<file path="src/rtl/if_id_decode_stage_if.sv">
// Fetch/decode handshake bundle: fetch-side inputs plus the held, decoded instruction fields.
// The master modport is the fetch/downstream environment; the slave modport is the stage.
interface if_id_decode_stage_if;
    logic        InValid;
    logic        InReady;
    logic [15:0] InInstr;
    logic        Flush;
    logic        OutReady;
    logic        OutValid;
    logic [3:0]  Opcode;
    logic [3:0]  Rs;
    logic [3:0]  Rt;
    logic [3:0]  Rd;
    logic        RegDstSel;
    logic        RegWrite;
    logic        MemRead;
    logic        Bubble;

    modport master (
        output InValid, InInstr, Flush, OutReady,
        input  InReady, OutValid, Opcode, Rs, Rt, Rd, RegDstSel, RegWrite, MemRead, Bubble
    );

    modport slave (
        input  InValid, InInstr, Flush, OutReady,
        output InReady, OutValid, Opcode, Rs, Rt, Rd, RegDstSel, RegWrite, MemRead, Bubble
    );
endinterface

</file>
<file path="src/rtl/if_id_decode_stage.sv">
// One-entry IF/ID pipeline register with field split, control decode and a single-bubble
// load-use hazard stall.
module if_id_decode_stage #(
    parameter int unsigned INSTR_W  = 16,
    parameter logic [15:0] NOP_WORD = 16'hF000
) (
    input logic                  Clk,
    input logic                  Reset,
    if_id_decode_stage_if.slave  bus
);

    logic [INSTR_W-1:0] held_q, held_d;
    logic               valid_q, valid_d;
    logic               bubble_q, bubble_d;

    logic       held_is_lw;
    logic       in_reads_rt;
    logic       hazard;
    logic       accept;
    logic [3:0] in_op;

    assign in_op      = bus.InInstr[15:12];
    assign held_is_lw = valid_q && (held_q[15:12] == 4'h5);

    // Incoming opcodes that consume rt as a source (R-type, SW data, BEQ compare).
    assign in_reads_rt = (in_op <= 4'h3) || (in_op == 4'h6) || (in_op == 4'h7);

    // No R0 exemption: a match on register 0 still stalls.
    assign hazard = held_is_lw && bus.OutReady && bus.InValid &&
                    ((bus.InInstr[11:8] == held_q[7:4]) ||
                     ((bus.InInstr[7:4] == held_q[7:4]) && in_reads_rt));

    assign bus.InReady = (~valid_q | bus.OutReady) & ~hazard;
    assign accept      = bus.InValid & bus.InReady;

    always_comb begin
        held_d   = held_q;
        valid_d  = valid_q;
        bubble_d = 1'b0;
        if (bus.Flush) begin
            held_d  = NOP_WORD;
            valid_d = 1'b0;
        end else if (hazard) begin
            held_d   = NOP_WORD;
            valid_d  = 1'b1;
            bubble_d = 1'b1;
        end else if (accept) begin
            held_d  = bus.InInstr;
            valid_d = 1'b1;
        end else if (valid_q && bus.OutReady) begin
            valid_d = 1'b0;
        end
    end

    always_ff @(posedge Clk) begin
        if (Reset) begin
            held_q   <= NOP_WORD;
            valid_q  <= 1'b0;
            bubble_q <= 1'b0;
        end else begin
            held_q   <= held_d;
            valid_q  <= valid_d;
            bubble_q <= bubble_d;
        end
    end

    assign bus.OutValid = valid_q;
    assign bus.Bubble   = bubble_q;
    assign bus.Opcode   = held_q[15:12];
    assign bus.Rs       = held_q[11:8];
    assign bus.Rt       = held_q[7:4];
    assign bus.Rd       = held_q[3:0];

    // Control comes only from the held word, never from InInstr.
    always_comb begin
        bus.RegDstSel = 1'b0;
        bus.RegWrite  = 1'b0;
        bus.MemRead   = 1'b0;
        case (held_q[15:12])
            4'h0, 4'h1, 4'h2, 4'h3: begin
                bus.RegDstSel = 1'b1;
                bus.RegWrite  = 1'b1;
            end
            4'h4: bus.RegWrite = 1'b1;
            4'h5: begin
                bus.RegWrite = 1'b1;
                bus.MemRead  = 1'b1;
            end
            default: ;
        endcase
    end

endmodule

</file>
<file path="src/flat_wrapper.sv">
// flat-port wrapper written by rule: the top's interface ports become plain ports
module if_id_decode_stage_flat 
#(
    parameter int unsigned INSTR_W  = 16,
    parameter logic [15:0] NOP_WORD = 16'hF000
)
  (Clk, Reset, bus_InValid, bus_InInstr, bus_Flush, bus_OutReady, bus_InReady, bus_OutValid, bus_Opcode, bus_Rs, bus_Rt, bus_Rd, bus_RegDstSel, bus_RegWrite, bus_MemRead, bus_Bubble);
  if_id_decode_stage_if bus_i ();
  input logic Clk;
  input logic Reset;
  input wire logic [$bits(bus_i.InValid)-1:0] bus_InValid;
  input wire logic [$bits(bus_i.InInstr)-1:0] bus_InInstr;
  input wire logic [$bits(bus_i.Flush)-1:0] bus_Flush;
  input wire logic [$bits(bus_i.OutReady)-1:0] bus_OutReady;
  output wire logic [$bits(bus_i.InReady)-1:0] bus_InReady;
  output wire logic [$bits(bus_i.OutValid)-1:0] bus_OutValid;
  output wire logic [$bits(bus_i.Opcode)-1:0] bus_Opcode;
  output wire logic [$bits(bus_i.Rs)-1:0] bus_Rs;
  output wire logic [$bits(bus_i.Rt)-1:0] bus_Rt;
  output wire logic [$bits(bus_i.Rd)-1:0] bus_Rd;
  output wire logic [$bits(bus_i.RegDstSel)-1:0] bus_RegDstSel;
  output wire logic [$bits(bus_i.RegWrite)-1:0] bus_RegWrite;
  output wire logic [$bits(bus_i.MemRead)-1:0] bus_MemRead;
  output wire logic [$bits(bus_i.Bubble)-1:0] bus_Bubble;
  assign bus_i.InValid = bus_InValid;
  assign bus_i.InInstr = bus_InInstr;
  assign bus_i.Flush = bus_Flush;
  assign bus_i.OutReady = bus_OutReady;
  assign bus_InReady = bus_i.InReady;
  assign bus_OutValid = bus_i.OutValid;
  assign bus_Opcode = bus_i.Opcode;
  assign bus_Rs = bus_i.Rs;
  assign bus_Rt = bus_i.Rt;
  assign bus_Rd = bus_i.Rd;
  assign bus_RegDstSel = bus_i.RegDstSel;
  assign bus_RegWrite = bus_i.RegWrite;
  assign bus_MemRead = bus_i.MemRead;
  assign bus_Bubble = bus_i.Bubble;
  if_id_decode_stage #(.INSTR_W(INSTR_W), .NOP_WORD(NOP_WORD)) u_core (.Clk(Clk), .Reset(Reset), .bus(bus_i));
endmodule
</file>
<file path="config.mk">
export PLATFORM = sky130hd
export DESIGN_NAME = if_id_decode_stage_flat
export DESIGN_NICKNAME = d
export VERILOG_FILES = /design/src/rtl/if_id_decode_stage_if.sv /design/src/rtl/if_id_decode_stage.sv /design/src/flat_wrapper.sv
export SDC_FILE = /design/constraint.sdc
export NUM_CORES = 1
export LEC_CHECK = 0
export BUFFER_PORTS_ARGS = -buffer_cell sky130_fd_sc_hd__clkbuf_2
export CORE_MARGIN = 4
export CORE_UTILIZATION = 45
export CTS_BUF_LIST = sky130_fd_sc_hd__clkbuf_8 sky130_fd_sc_hd__clkbuf_16
export CTS_CLUSTER_SIZE = 25
export DETAILED_ROUTE_END_ITERATION = 8
export MAX_ROUTING_LAYER = met4
export PLACE_DENSITY = 0.8
export RECOVER_POWER = 50
export SYNTH_ARGS = -nofsm -noshare
export SYNTH_HDL_FRONTEND = slang
export SYNTH_SLANG_ARGS = --single-unit
</file>
<file path="constraint.sdc">
create_clock -name Clk -period 2.4 [get_ports Clk]
set_input_delay 0.36 -clock Clk [delete_from_list [all_inputs] [get_ports Clk]]
set_output_delay 0.36 -clock Clk [all_outputs]
set_load 0.005 [all_outputs]
</file>
==> results.md, run 1 <==
* Status: finished clean
* First-pass GRT wire length at ~3000 um
* Power Density at around 600 mW/mm2
* Sw Share at 0.235
* Vias in the first global route at around 700
* Worst-Margin Slew at ~0.53 ns
* Register area share after synthesis at 0.448
* Num rows at 15
* Core Box Area at about 0.0017 mm2
* CTS tree: yes
* Area after DPL at between 0.001 and 0.0015 mm2
* Max-cap violations at 0
* Worst reg2reg path depth at 5
* Root Buffer: clkbuf_8
* P_leak at about 0.53 nW
* Initial antenna violation count at 0
* CTS sink cnt at 18
* Clock Latency Late Sink at 0.26 ns
* Final setup TNS at 0 ns
* GPL Wtd Cong at about 0.76
* Share of cells above drive strength 1 at 0.344
* Minimum clock period at roughly 2.1 ns
* Relative slew slack at 0.646
* Final Hold Fails at 0
* Max FO, Critical Path at 5
* Worst Path Required at between 2 and 2.5 ns
* Post-Place Cells at around 140
* Initial DRC count at 6
* Final setup margin at just under 0.3 ns
* Post-synthesis cell count at between 70 and 80
* PortBufs at 42
* Starting Density at 0.471
* Warnings, synthesis at 0
* Worst vdd ir at 0.282 mV
* Inserted Clock Buffers at 3
* Comb pwr share at 0.126
* Tot GR Track Use at 0.162
* H-tree levels at 1
* Fill cells at ~180
* Hold_buf cts at 0
* Worst EP arrival at 1.74 ns
* Part of the power in registers at 0.489
* Flops & latches, synth at 18
* Post-Layout Cell Count at around 150
* Clock-pin slew on the worst setup and hold paths at about 0.070 ns
* Period utilization at 0.876
* Largest net degree at the start of global routing at 14
* Drt first pass iters at 2
* HPWL after DPL at 1430 um
* Worst slack at placement at between 0.5 and 0.6 ns
* Critical Path End Type: output pin
* Internal power at 0.000496 W
* Post-Syn Area at 805 um2
* Drt wl/cell at roughly 13 um
* Layout Skew at 0.00280 ns
* Die width at about 50 um
* Clock buffer depth at 2
* Post-CTS sizing at 0
* Startpoint types: register
* Die Ht at slightly above 50 um
* Grt total ovfl at 0
* Worst Hold Class: primary input to register
* Post-DR vias/cell at 4.93
* Avg Inst Size Synth at a little over 10 um2
* Antenna Violating Nets Remaining at 0
* Clk pwr share at 0.385
* Synthesis-to-finish area growth at 32.2%
* Fin nets at 144
* Slew Limit Fails at 0
* Count of final setup violators at 0
* P_sw at about 0.00015 W
* Syn nets at 99
* Residual DRC at 0
* Io pins at 43
* Worst Hold Path Cells at 2
* WS Path Type: register to output pin
* Ant diodes at 0
* Post-CTS Setup Inserts at 0
* Vias at 724
* Die Area at between 0.002 and 0.003 mm2
* Most common cell after layout, fill and taps aside: clkbuf_2
* DRT Wirelength at 1860 um
* Library cells used by synthesis at 23
* RSZ-0062 raised after global routing: no
* Most frequent cells in the layout: clkbuf_2 (32), dfxtp_1 (18), nor2_1 (15), mux2i_1 (15), clkbuf_1 (10)
* Achievable frequency at between 400 and 500 MHz
* Post-route design area at roughly 0.0011 mm2
-- cell type report --
cell class                 count  area [um2]  area share
tap                           25        31.3      0.0294
clock buffer                   4        55.1      0.0518
multi-input combinational     56         408       0.384
timing repair buffer          43         205       0.193
sequential                    18         360       0.339
inverter                       1        3.75     0.00353
-- final timing paths --
check / start / endpoint / slack (ns)
worst max register to register: u_core.bus.OutValid / u_core.held_q[11] / 0.61
worst min register to register: u_core.held_q[9] / u_core.held_q[9] / 0.50
worst max-delay path: u_core.held_q[7] / bus_InReady / 0.30
worst min-delay path: Reset / u_core.bus.Bubble / 0.28
-- synthesized netlist by cell type --
master | count | share of area
nand4_1 | 1 | 0.0078
a21oi_1 | 2 | 0.012
or2_4 | 1 | 0.011
nor4_1 | 1 | 0.0078
nor3_2 | 1 | 0.012
o21a_1 | 1 | 0.0093
buf_4 | 1 | 0.0093
xor2_1 | 7 | 0.076
nand3_1 | 3 | 0.019
nor2_1 | 15 | 0.070
nor2b_2 | 1 | 0.011
nor3_1 | 1 | 0.0062
inv_1 | 1 | 0.0047
xnor2_1 | 1 | 0.011
nor2b_4 | 1 | 0.017
o21ai_2 | 1 | 0.011
and4bb_2 | 1 | 0.016
buf_6 | 2 | 0.028
a31oi_1 | 1 | 0.0078
a211o_1 | 1 | 0.011
nand2b_1 | 1 | 0.0078
dfxtp_1 | 18 | 0.45
mux2i_1 | 15 | 0.19
-- registers in the layout (all words and copies together), names as in the netlist --
signal	cells
u_core.bus.Bubble	1
u_core.bus.OutValid	1
u_core.held_q	16
-- logic make-up after synthesis --
family	after synthesis	synth area share
AOI/OAI and AO/OA	6	0.0513
xor gates and xnor gates	8	0.0871
buffers and inverters	4	0.0420
DFF	18	0.448
muxes	15	0.187
and+or+nand+nor	27	0.185
-- metrics by stage --
stage          power [W]  hold slack [ns]   util
2_1_floorplan   0.000372            0.429      -
3_3_place_gp    0.000405            0.477  0.599
3_5_place_dp    0.000407            0.486  0.599
4_1_cts         0.000655            0.281  0.632
5_1_grt         0.000676            0.283  0.623
6_report        0.000648            0.282  0.623
-- critical path, cell delays in order (launching register included) --
cell and delay (ns):
dfxtp_1 0.35, xor2_1 0.18, nor4_1 0.32, a31oi_1 0.12, or2_4 0.28, nor2b_4 0.13
clkbuf_2 0.11
-- routing by layer --
metal	routed length, um	vias up	global-route usage
li1	-	354	-
met1	859	328	0.198
met2	786	39	0.243
met3	174	3	0.0326
met4	35	0	0.0968
met5	0	-	-
-- power groups by stage --
stage,registers (W),clock network (W),logic (W)
4_1_cts,0.000317,0.000254,0.0000844
5_1_grt,0.000318,0.000267,0.0000906
3_3_place_gp,0.000323,0,0.0000819
3_5_place_dp,0.000324,0,0.0000838
2_1_floorplan,0.000323,0,0.0000484
6_report,0.000317,0.000250,0.0000817
Power figures use the tool's default switching activity.
==> run 2, diff against run 1 <==
- HOLD_SLACK_MARGIN: default -> 0.05
- PLACE_DENSITY: 0.8 -> default
- PLACE_DENSITY_LB_ADDON: default -> 0.12
- RECOVER_POWER: 50 -> default
==> results.md, run 2 (synthesis results as in run 1) <==
* Clock buffer depth at 2 (unchanged)
* Inserted Clock Buffers at 3 (unchanged)
* Drt wl/cell at 11.6 um (-8.1%)
* Antenna Violating Nets Remaining at 0 (unchanged)
* Count of final setup violators at 0 (unchanged)
* Tot GR Track Use at 0.149 (-0.0125)
* Initial DRC count at 4 (-2)
* Die Ht at 50.3 um (unchanged)
* Worst-Margin Slew at 0.540 ns (+0.00810 ns)
* Minimum clock period at 2.04 ns (-0.0589 ns)
* Worst vdd ir at 0.401 mV (+42%)
* RSZ-0062 raised after global routing: no
* H-tree levels at 1 (unchanged)
* CTS tree: yes
* Slowest stage cell, crit path: dfxtp_1
* Core Box Area at 0.00171 mm2 (unchanged)
* Root Buffer: clkbuf_8
* Post-CTS sizing at 0 (unchanged)
* Share of cells above drive strength 1 at 0.434 (+0.0902)
* HPWL after DPL at 1370 um (-4.6%)
* Largest net degree at the start of global routing at 14 (unchanged)
* Critical Path End Type: output pin
* Worst path cell trace: xor2_1 > nor4_1 > a31oi_1 > or2_4 > nor2b_4 > clkbuf_2
* Post-DR vias/cell at 4.72 (-4.1%)
* Max FO, Critical Path at 5 (unchanged)
* Footprint of the multi-input gates at 410 um2 (+0.61%)
* Crit-path leading delay family: simple AND/OR/NAND/NOR gates
* Io pins at 43 (unchanged)
* Max-cap violations at 0 (unchanged)
* Relative slew slack at 0.640 (-0.00540)
* Worst Hold Class: primary input to register
* Power Density at 598 mW/mm2 (-1.9%)
* First-pass GRT wire length at 2820 um (-6.0%)
* Drt first pass iters at 2 (unchanged)
* CTS sink cnt at 18 (unchanged)
* Largest Register: u_core.held_q
* Num rows at 15 (unchanged)
* Vias in the first global route at 684 (-1.9%)
* Period utilization at 0.852 (-0.0245)
* Clock Latency Late Sink at 0.25 ns (about the same)
* Post-Layout Cell Count at 147 (unchanged)
* Post-CTS Setup Inserts at 0 (unchanged)
* Layout Skew at 0.000957 ns (-0.00185 ns)
* PortBufs at 42 (unchanged)
* WS Path Type: register to output pin
* GPL Wtd Cong at 0.778 (+1.9%)
* Startpoint types: register
* Slowest stage delay, CP at 0.35 ns (about the same)
* Clock-pin slew on the worst setup and hold paths at 0.07 ns (about the same)
* Most common cell after layout, fill and taps aside: clkbuf_2
* Most frequent cells in the layout: clkbuf_2 (42), dfxtp_1 (18), nor2_1 (15), mux2i_1 (15), xor2_1 (7)
* Worst EP arrival at 1.68 ns (-0.06 ns)
* Achievable frequency at 489 MHz (+2.9%)
* Post-Place Cells at 143 (unchanged)
* P_leak at 0.562 nW (+5.8%)
* DRT Wirelength at 1710 um (-8.1%)
* Final setup TNS at 0 ns (unchanged)
* Worst path bufs/invs at 1 (unchanged)
* Die Area at 0.00253 mm2 (unchanged)
* Fill cells at 154 (-13%)
* Ant diodes at 0 (unchanged)
* Max reg flops at 16 (unchanged)
* Synthesis-to-finish area growth at 34.1%
* Register area at 360 um2 (unchanged)
* Worst Path Required at 2.04 ns (about the same)
* Starting Density at 0.471 (unchanged)
* Initial antenna violation count at 0 (unchanged)
* Final Hold Fails at 0 (unchanged)
* Fin nets at 144 (unchanged)
* Die width at 50.3 um (unchanged)
* Vias at 694 (-4.1%)
* Grt total ovfl at 0 (unchanged)
* Hold_buf cts at 0 (unchanged)
* Residual DRC at 0 (unchanged)
* Slew Limit Fails at 0 (unchanged)
* Status: finished clean
## run 2: through the flow
step                       util  worst slack [ns]  total power (W)  cell area (um2)  hold slack (ns)
final                     0.632             0.356         0.000645             1080            0.295
after CTS                 0.632             0.326         0.000651             1080            0.289
after global routing      0.632             0.221         0.000675             1080            0.290
after global placement    0.599             0.521         0.000404             1020            0.475
after detailed placement  0.599             0.516         0.000407             1020            0.484
after floorplan               -             0.820         0.000372              805            0.429
## run 2: area by class of cell
cell class | instances | area share
multi-input combinational | 56 | 0.381
sequential | 18 | 0.334
timing repair buffer | 43 | 0.202
clock buffer | 4 | 0.0510
tap | 25 | 0.0290
inverter | 1 | 0.00348
## run 2: worst register-to-register path: stages, from the launching register on
cell and delay (ns):
dfxtp_1 0.34, nor2b_2 0.22, nand2b_1 0.41, buf_4 0.30, mux2i_1 0.22, nor2_1 0.06
## run 2: power breakdown
part	leakage, nW	internal, W	total (W)	switching, W
Combinational	0.386	0.0000428	0.0000823	0.0000396
Clock	0.0288	0.000146	0.000246	0.000100
Sequential	0.147	0.000309	0.000316	0.00000785
## run 2: path summary, 6_finish.rpt
path / start / endpoint / slack (ns) / cells after the start
setup / recovery: u_core.held_q[7] / bus_InReady / 0.36 / 6
hold / removal: bus_Flush / u_core.bus.Bubble / 0.29 / 2
setup reg to reg: u_core.bus.OutValid / u_core.held_q[1] / 0.72 / 5
hold reg to reg: u_core.held_q[2] / u_core.held_q[2] / 0.49 / 2
## run 2: per-layer routing
metal  up-vias  global-route usage  wire length, um
li1        355                   -                -
met1       318               0.157              741
met2        19               0.267              870
met3         2              0.0267               71
met4         0              0.0691               22
met5         -                   -                0
==> run 3, diff against run 2 <==
- GPL_TIMING_DRIVEN: default -> 0
==> results.md, run 3 (synthesis results as in run 1) <==
* Residual DRC at 0 (unchanged)
* Worst Hold Class: primary input to register
* Drt first pass iters at 3 (+1)
* PortBufs at 42 (unchanged)
* Slowest stage delay, CP at 0.35 ns (about the same)
* H-tree levels at 1 (unchanged)
* Clock buffer depth at 2 (unchanged)
* Power Density at 591 mW/mm2 (-1.1%)
* Worst slack at placement at 0.507 ns (-0.00880 ns)
* P_leak at 0.574 nW (+2.1%)
* Final Hold Fails at 0 (unchanged)
* CTS tree: yes
* Max FO, Critical Path at 5 (unchanged)
* Ant diodes at 0 (unchanged)
* Clock Latency Late Sink at 0.25 ns (about the same)
* Worst vdd ir at 0.408 mV (+1.8%)
* Die Area at 0.00253 mm2 (unchanged)
* Fin nets at 146 (+1.4%)
* Area after DPL at 0.00105 mm2 (+2.2%)
* Slowest stage cell, crit path: dfxtp_1
* Most common cell after layout, fill and taps aside: clkbuf_2
* Vias in the first global route at 710 (+3.8%)
* Worst-Margin Slew at 0.394 ns (-0.146 ns)
* GPL Wtd Cong at 0.752 (-3.4%)
* Drt wl/cell at 11.6 um (+0.34%)
* Status: finished clean
* Tot GR Track Use at 0.155 (+0.00558)
* HPWL after DPL at 1370 um (about the same)
* Synthesis-to-finish area growth at 36.9%
* Achievable frequency at 487 MHz (-0.39%)
* Final core utilization at 0.645 (+0.0132)
* Post-DR vias/cell at 4.77 (+1.1%)
* Grt total ovfl at 0 (unchanged)
* Post-route design area at 0.00110 mm2 (+2.1%)
* Initial DRC count at 3 (-1)
* Inserted Clock Buffers at 3 (unchanged)
* DRT Wirelength at 1730 um (+1.7%)
* Num rows at 15 (unchanged)
* Starting Density at 0.471 (unchanged)
* Hold_buf cts at 0 (unchanged)
* Die Ht at 50.3 um (unchanged)
* Largest Register: u_core.held_q
* Minimum clock period at 2.05 ns (+0.00791 ns)
* Critical Path End Type: output pin
* Worst hold slack at 0.284 ns (-0.0101 ns)
* Register area at 360 um2 (unchanged)
* Worst Path Required at 2.04 ns (about the same)
* Fill cells at 151 (-1.9%)
* Period utilization at 0.855 (+0.00329)
* CTS sink cnt at 18 (unchanged)
* Worst path cell trace: xor2_1 > nor4_1 > a31oi_1 > or2_4 > nor2b_4 > clkbuf_2
* Count of final setup violators at 0 (unchanged)
* Vias at 711 (+2.4%)
* Layout Skew at 0.00184 ns (+0.000883 ns)
* Max reg flops at 16 (unchanged)
* Worst EP arrival at 1.69 ns (about the same)
* Footprint of the multi-input gates at 410 um2 (unchanged)
* RSZ-0062 raised after global routing: no
* Max-cap violations at 0 (unchanged)
* First-pass GRT wire length at 2930 um (+4.2%)
* Initial antenna violation count at 0 (unchanged)
* Final setup margin at 0.348 ns (-0.00791 ns)
* Relative slew slack at 0.737 (+0.0964)
* Clock-pin slew on the worst setup and hold paths at 0.07 ns (about the same)
* Largest net degree at the start of global routing at 11 (-3)
* Startpoint types: register
* Share of cells above drive strength 1 at 0.444 (+0.00912)
* Die width at 50.3 um (unchanged)
* Io pins at 43 (unchanged)
* WS Path Type: register to output pin
* Root Buffer: clkbuf_8
* Antenna Violating Nets Remaining at 0 (unchanged)
* Most frequent cells in the layout: clkbuf_2 (42), dfxtp_1 (18), nor2_1 (15), mux2i_1 (15), xor2_1 (7)
* Slew Limit Fails at 0 (unchanged)
* Core Box Area at 0.00171 mm2 (unchanged)
* Post-CTS Setup Inserts at 0 (unchanged)
* Post-CTS sizing at 0 (unchanged)
* Final setup TNS at 0 ns (unchanged)
[run 3: area by class of cell]
type                            instances  area share
Sequential cell                        18       0.327
Inverter                                1     0.00341
Tap cell                               25      0.0284
Timing Repair Buffer                   42       0.191
Multi-Input combinational cell         56       0.373
Clock buffer                            4      0.0500
Buffer                                  3      0.0273
[run 3: path summary, 6_finish.rpt]
check | start | to | slack, ns | depth (start not counted)
worst max-delay path | u_core.held_q[7] | bus_InReady | 0.35 | 6
worst min-delay path | Reset | u_core.bus.Bubble | 0.28 | 2
worst max register to register | u_core.held_q[7] | u_core.held_q[1] | 0.91 | 6
worst min register to register | u_core.held_q[11] | u_core.held_q[11] | 0.49 | 2
[run 3: critical path, delay by kind of cell (launching register included)]
family	cells	cell delay (ns)
and+or+nand+nor	3	0.70
DFF	1	0.35
xor gates and xnor gates	1	0.17
AOI/OAI and AO/OA	1	0.12
buffers and inverters	1	0.10
[run 3: metrics by stage]
step | std cells | power [W]
2_1_floorplan | 78 | 0.000372
3_3_place_gp | 145 | 0.000409
3_5_place_dp | 145 | 0.000411
4_1_cts | 149 | 0.000657
5_1_grt | 149 | 0.000682
6_report | 149 | 0.000651
[run 3: routing by layer]
metal	global-route usage	wire length [um]	up-vias
li1	-	-	363
met1	0.169	720	324
met2	0.263	885	20
met3	0.0445	103	4
met4	0.0599	25	0
met5	-	0	-
[run 3: power by group]
part           leakage (nW)  total (W)  switching (W)  internal, W
Sequential            0.147   0.000316     0.00000763     0.000309
Combinational         0.398  0.0000873      0.0000410    0.0000463
Clock                0.0288   0.000248       0.000102     0.000146
Total                 0.574   0.000651       0.000151     0.000500
